[src/rtl/gpo.sv]
// rtl/gpo.sv - CSR-mapped general-purpose outputs with optional one-shot pulses
// Pulse function (PULSE/PLEN registers, prescaler, counters) present when GPO_PULSE_EN is defined.
module gpo #(
  parameter logic [4:0]  BASE_ADDR   = 5'd0,
  parameter int          NUM_GPIOS   = 8,
  parameter logic [7:0]  RESET_VALUE = 8'h00,
  parameter logic [15:0] PRESCALE    = 16'd1000
) (
  input  logic                 clk,
  input  logic                 rst,
  input  logic [4:0]           csr_a,
  input  logic [7:0]           csr_di,
  input  logic                 csr_we,
  output logic [7:0]           csr_do,
  output logic [NUM_GPIOS-1:0] out
);

  localparam logic [4:0] ADDR_OUT = BASE_ADDR;

  logic [NUM_GPIOS-1:0] out_reg;
  logic [NUM_GPIOS-1:0] out_reg_next;
  logic [NUM_GPIOS-1:0] busy;
  logic [NUM_GPIOS-1:0] busy_next;
  logic                 wr_out;

  assign wr_out = csr_we && (csr_a == ADDR_OUT);

  always_comb begin
    out_reg_next = out_reg;
    if (wr_out) out_reg_next = csr_di[NUM_GPIOS-1:0];
  end

`ifdef GPO_PULSE_EN
  localparam logic [4:0] ADDR_PULSE = BASE_ADDR + 5'd1;
  localparam logic [4:0] ADDR_PLEN  = BASE_ADDR + 5'd2;

  logic [15:0]          pre_cnt;
  logic                 tick;
  logic [7:0]           plen;
  logic [7:0]           cnt      [NUM_GPIOS];
  logic [7:0]           cnt_next [NUM_GPIOS];
  logic [NUM_GPIOS-1:0] trig;

  assign tick = (pre_cnt == PRESCALE - 16'd1);

  // A trigger load takes priority over a tick decrement in the same cycle.
  always_comb begin
    trig      = '0;
    busy      = '0;
    busy_next = '0;
    for (int n = 0; n < NUM_GPIOS; n++) begin
      trig[n] = csr_we && (csr_a == ADDR_PULSE) && csr_di[n] && (plen != 8'd0);
      busy[n] = (cnt[n] != 8'd0);
      if (trig[n])
        cnt_next[n] = plen;
      else if (tick && busy[n])
        cnt_next[n] = cnt[n] - 8'd1;
      else
        cnt_next[n] = cnt[n];
      busy_next[n] = (cnt_next[n] != 8'd0);
    end
  end

  always_ff @(posedge clk) begin
    if (rst) begin
      pre_cnt <= '0;
      plen    <= 8'd10;
      for (int n = 0; n < NUM_GPIOS; n++) cnt[n] <= 8'd0;
    end else begin
      pre_cnt <= tick ? 16'd0 : pre_cnt + 16'd1;
      if (csr_we && (csr_a == ADDR_PLEN)) plen <= csr_di;
      for (int n = 0; n < NUM_GPIOS; n++) cnt[n] <= cnt_next[n];
    end
  end

  always_comb begin
    csr_do = 8'h00;
    if (csr_a == ADDR_OUT)
      csr_do = 8'(out_reg);
    else if (csr_a == ADDR_PULSE)
      csr_do = 8'(busy);
    else if (csr_a == ADDR_PLEN)
      csr_do = plen;
  end
`else
  assign busy      = '0;
  assign busy_next = '0;

  always_comb begin
    csr_do = 8'h00;
    if (csr_a == ADDR_OUT) csr_do = 8'(out_reg);
  end
`endif

  // out is computed from next-state values so writes and pulse edges show at the sampling edge.
  always_ff @(posedge clk) begin
    if (rst) begin
      out_reg <= RESET_VALUE[NUM_GPIOS-1:0];
      out     <= RESET_VALUE[NUM_GPIOS-1:0];
    end else begin
      out_reg <= out_reg_next;
      out     <= out_reg_next ^ busy_next;
    end
  end

endmodule

[config.mk]
export PLATFORM = sky130hd
export DESIGN_NAME = gpo
export DESIGN_NICKNAME = d
export VERILOG_FILES = /design/src/rtl/gpo.sv
export SDC_FILE = /design/constraint.sdc
export NUM_CORES = 1
export LEC_CHECK = 0
export ABC_AREA = 1
export CELL_PAD_IN_SITES_DETAIL_PLACEMENT = 0
export CELL_PAD_IN_SITES_GLOBAL_PLACEMENT = 1
export CORE_ASPECT_RATIO = 1.2
export CORE_MARGIN = 2
export CORE_UTILIZATION = 19
export DETAILED_ROUTE_END_ITERATION = 16
export PLACE_DENSITY = 0.84
export RECOVER_POWER = 100
export REMOVE_ABC_BUFFERS = 1
export SYNTH_ARGS = -nofsm -noshare
export SYNTH_HDL_FRONTEND = slang
export SYNTH_SLANG_ARGS = --single-unit
[constraint.sdc]
create_clock -name clk -period 1.2 [get_ports clk]
set_input_delay 0.3 -clock clk [delete_from_list [all_inputs] [get_ports clk]]
set_output_delay 0.3 -clock clk [all_outputs]
set_load 0.03 [all_outputs]
==> reports/metrics.cfg, run 1 <==
[status]
status=finished with violations
violations=negative setup slack

[sta]
setup_violations=8
fin_crit_ns=1.286
hold_viol_final=0
fmax_ghz=0.7777
slew_headroom_pct=82.55
slew_viol_final=0
rsz0062_at_grt=yes
fin_ws_ns=-0.08590
worstMarginPinSlew_ns=0.2614
tns_ns=-0.5939
skew_ns=0
finalCritPeriodShare_pct=107.2

[setup_path]
crit_end=csr_do[2]
r2r-start=out_reg[6]$_SDFFE_PP0P_
rr_worst_depth=4
reg2reg_slack_ns=0.52
cp_max_fo=8
start_kind=input pin
crit_required_ns=0.90
crit_path_end_kind=output pin
r2r_end=out_reg[6]$_SDFFE_PP0P_
path_class=input pin to output pin
crit_start=csr_a[3]
arrival_ns=0.99

[clocking]
cts_hold_buf=0
clk_latency_ns=0.25
numCtsBuffers=3
htreeDepth=1
clk_pin_slew_ns=0.05
cts-root-buf=clkbuf_4
cts_buffer_depth=2
cts.sinks=8
cts_tree=yes

[layout]
syn_to_final_growth_pct=122.0
stdcell_count=124
fillers=217
post_route_cells_drive_above_1_share_pct=45.19
final_core_util_pct=43.58
largest_reg_flops=8
final_cell_area_um2=883.3
nNetsFinal=122
diodes=0

[floorplanning]
num_io_pins=32
rows=18
die_w_um=45.78
die_h_um=54.13
core_um2=2027
start_util_pct=19.63
die_area_um2=2478

[routing]
vias_per_cell=4.073
met2_length_um=715
vias=505
dr.pass1.iters=2
drcViolationCount=0
route.met3.wl_um=69
wire_per_inst_um=10.61
met1Wirelength_um=524
wirelength_mm=1.316
dr.first_iter.drc_count=1
routed.top_layer=met4
drtAntennaViolNets=0

[yosys]
synth_compound_area_share_pct=0
synth_xor_area_share_pct=0
synth_largest_area_cell=dfxtp_1
ys_seq_area_share_pct=40.25
synth.area.top_cells=dfxtp_1 (40%), nor2_1 (23%), nand2_1 (15%), inv_1 (9.4%), nand4_4 (5.3%)
synth_most_common_cell=nor2_1
postSynth.asyncResetShare_pct=0
syn_area_per_cell_um2=6.316
synth_simple_gate_area_share_pct=47.48
synth.cell_area_um2=397.9
synth_mux_area_share_pct=0
yosysUniqueCellTypes=8
synth_top_family_by_area=simple AND/OR/NAND/NOR gates
synth_edf_count=0
ys.flop_type=dfxtp_1
ys_warn_count=0
synthesis.instances=63
yosys-top-cells-count=nor2_1 (24), nand2_1 (16), inv_1 (10)
ys_ff_latch=8
synthAdderAreaFrac_pct=0
yosys.area.top_type_share_pct=40.25

[global_route]
grt_overflow=0
antenna_found_initial=0
grt_pass1_vias=549
grt_pass1_wl_mm=2.332
grt_max_degree=9
grtUsageTotal_pct=13.25

[placed_design]
placedCellCount=117
io_buffers=31
post-dp-hpwl_um=844.7
gp_congestion=0.5979
placed_area_um2=711.9

[power]
ir_drop_mv=0.4601
p_per_area_nw_per_um2=672.0
p_leak_nw=0.4278

[run]
max_cap_violations=0

[min_path]
min_path_type=input pin to register
hold_depth=4

-- worst min-delay path by stage --
stage,start,end,slack (ns)
floorplan,csr_di[0],out_reg[0]$_SDFFE_PP0P_,0.43
global placement,out_reg[4]$_SDFFE_PP0P_,out_reg[4]$_SDFFE_PP0P_,0.52
detailed placement,out_reg[4]$_SDFFE_PP0P_,out_reg[4]$_SDFFE_PP0P_,0.53
CTS,out_reg[7]$_SDFFE_PP0P_,out_reg[7]$_SDFFE_PP0P_,0.60
global route,csr_we,out_reg[4]$_SDFFE_PP0P_,0.62
finish,csr_we,out_reg[5]$_SDFFE_PP0P_,0.57
-- critical path, stage by stage --
cell and delay [ns]:
buf_6 0.09, nor2_4 0.10, nand3_2 0.10, buf_12 0.17, nor2_4 0.09, buf_6 0.13
-- layer usage --
| layer | vias up | GRT usage (%) |
|---|---|---|
| met5 | - | 0 |
| met4 | 0 | 6.667 |
| met3 | 2 | 3.020 |
| met2 | 14 | 25.35 |
| met1 | 216 | 12.87 |
| li1 | 273 | - |
-- what timing repair did --
item / 4_1_cts / 5_1_grt
setup buffers: 5 / 0
endpoints found under the setup margin: 16 / 16
gates cloned: 1 / 0
resized for setup: 53 / 5
endpoints found under the hold margin: 0 / 0
pin swaps: 6 / 7
-- cell type report --
cell class	instances	area, um^2	share of cell area (%)
Tap cell	20	25.02	2.833
Multi-Input combinational cell	45	290.3	32.86
Inverter	10	37.54	4.249
Sequential cell	8	160.2	18.13
Timing Repair Buffer	38	347.8	39.38
Clock buffer	3	22.52	2.550
-- through the flow --
step	total power, mW	worst slack, ns	hold slack (ns)
4_1_cts	0.6084	-0.1112	0.5959
5_1_grt	0.6313	-0.1256	0.6205
3_3_place_gp	0.3709	-0.4620	0.5218
2_1_floorplan	0.3031	-0.2103	0.4349
3_5_place_dp	0.3725	-0.4704	0.5308
6_report	0.5936	-0.08590	0.5692
-- kinds of logic (layout without fill, tap and decap cells) --
logic type             count (synthesis)  after routing
AND/OR/NAND/NOR                       44             45
buffers and inverters                 11             51
flip-flops                             8              8
-- report_power, final --
| part | internal (mW) | leakage, nW | switching [mW] |
|---|---|---|---|
| registers | 0.269 | 0.0646 | 0.00171 |
| logic | 0.0665 | 0.349 | 0.0523 |
| clock network | 0.114 | 0.0138 | 0.0895 |
-- layout by cell type (no fill, tap or decap), drive strengths merged --
master / Yosys / final
nor2: 26 / 26
dfxtp: 8 / 8
inv: 10 / 10
buf: 1 / 19
clkdlybuf4s50: 0 / 9
nand2: 16 / 16
nand3: 1 / 1
clkbuf: 0 / 12
dlymetal6s2s: 0 / 1
nand4: 1 / 2
(Power assumes the default switching activity.)
==> inputs of run 2 (changes only) <==
--- a/config.mk
+++ b/config.mk
@@ -6,6 +6,7 @@
 export NUM_CORES = 1
 export LEC_CHECK = 0
 export ABC_AREA = 1
+export CAP_MARGIN = 20
 export CELL_PAD_IN_SITES_DETAIL_PLACEMENT = 0
 export CELL_PAD_IN_SITES_GLOBAL_PLACEMENT = 1
 export CORE_ASPECT_RATIO = 1.2
==> results of run 2 <==
The final DEF is identical to that of run 1; final timing and power are the same.
==> inputs of run 3 (changes only) <==
--- a/config.mk
+++ b/config.mk
@@ -6,12 +6,14 @@
 export NUM_CORES = 1
 export LEC_CHECK = 0
 export ABC_AREA = 1
+export ABC_CLOCK_PERIOD_IN_PS = 1200
 export CAP_MARGIN = 20
 export CELL_PAD_IN_SITES_DETAIL_PLACEMENT = 0
 export CELL_PAD_IN_SITES_GLOBAL_PLACEMENT = 1
 export CORE_ASPECT_RATIO = 1.2
 export CORE_MARGIN = 2
 export CORE_UTILIZATION = 19
+export CTS_CLUSTER_SIZE = 10
 export DETAILED_ROUTE_END_ITERATION = 16
 export PLACE_DENSITY = 0.84
 export RECOVER_POWER = 100
==> results of run 3 <==
The final DEF is identical to that of run 1; final timing and power are the same.
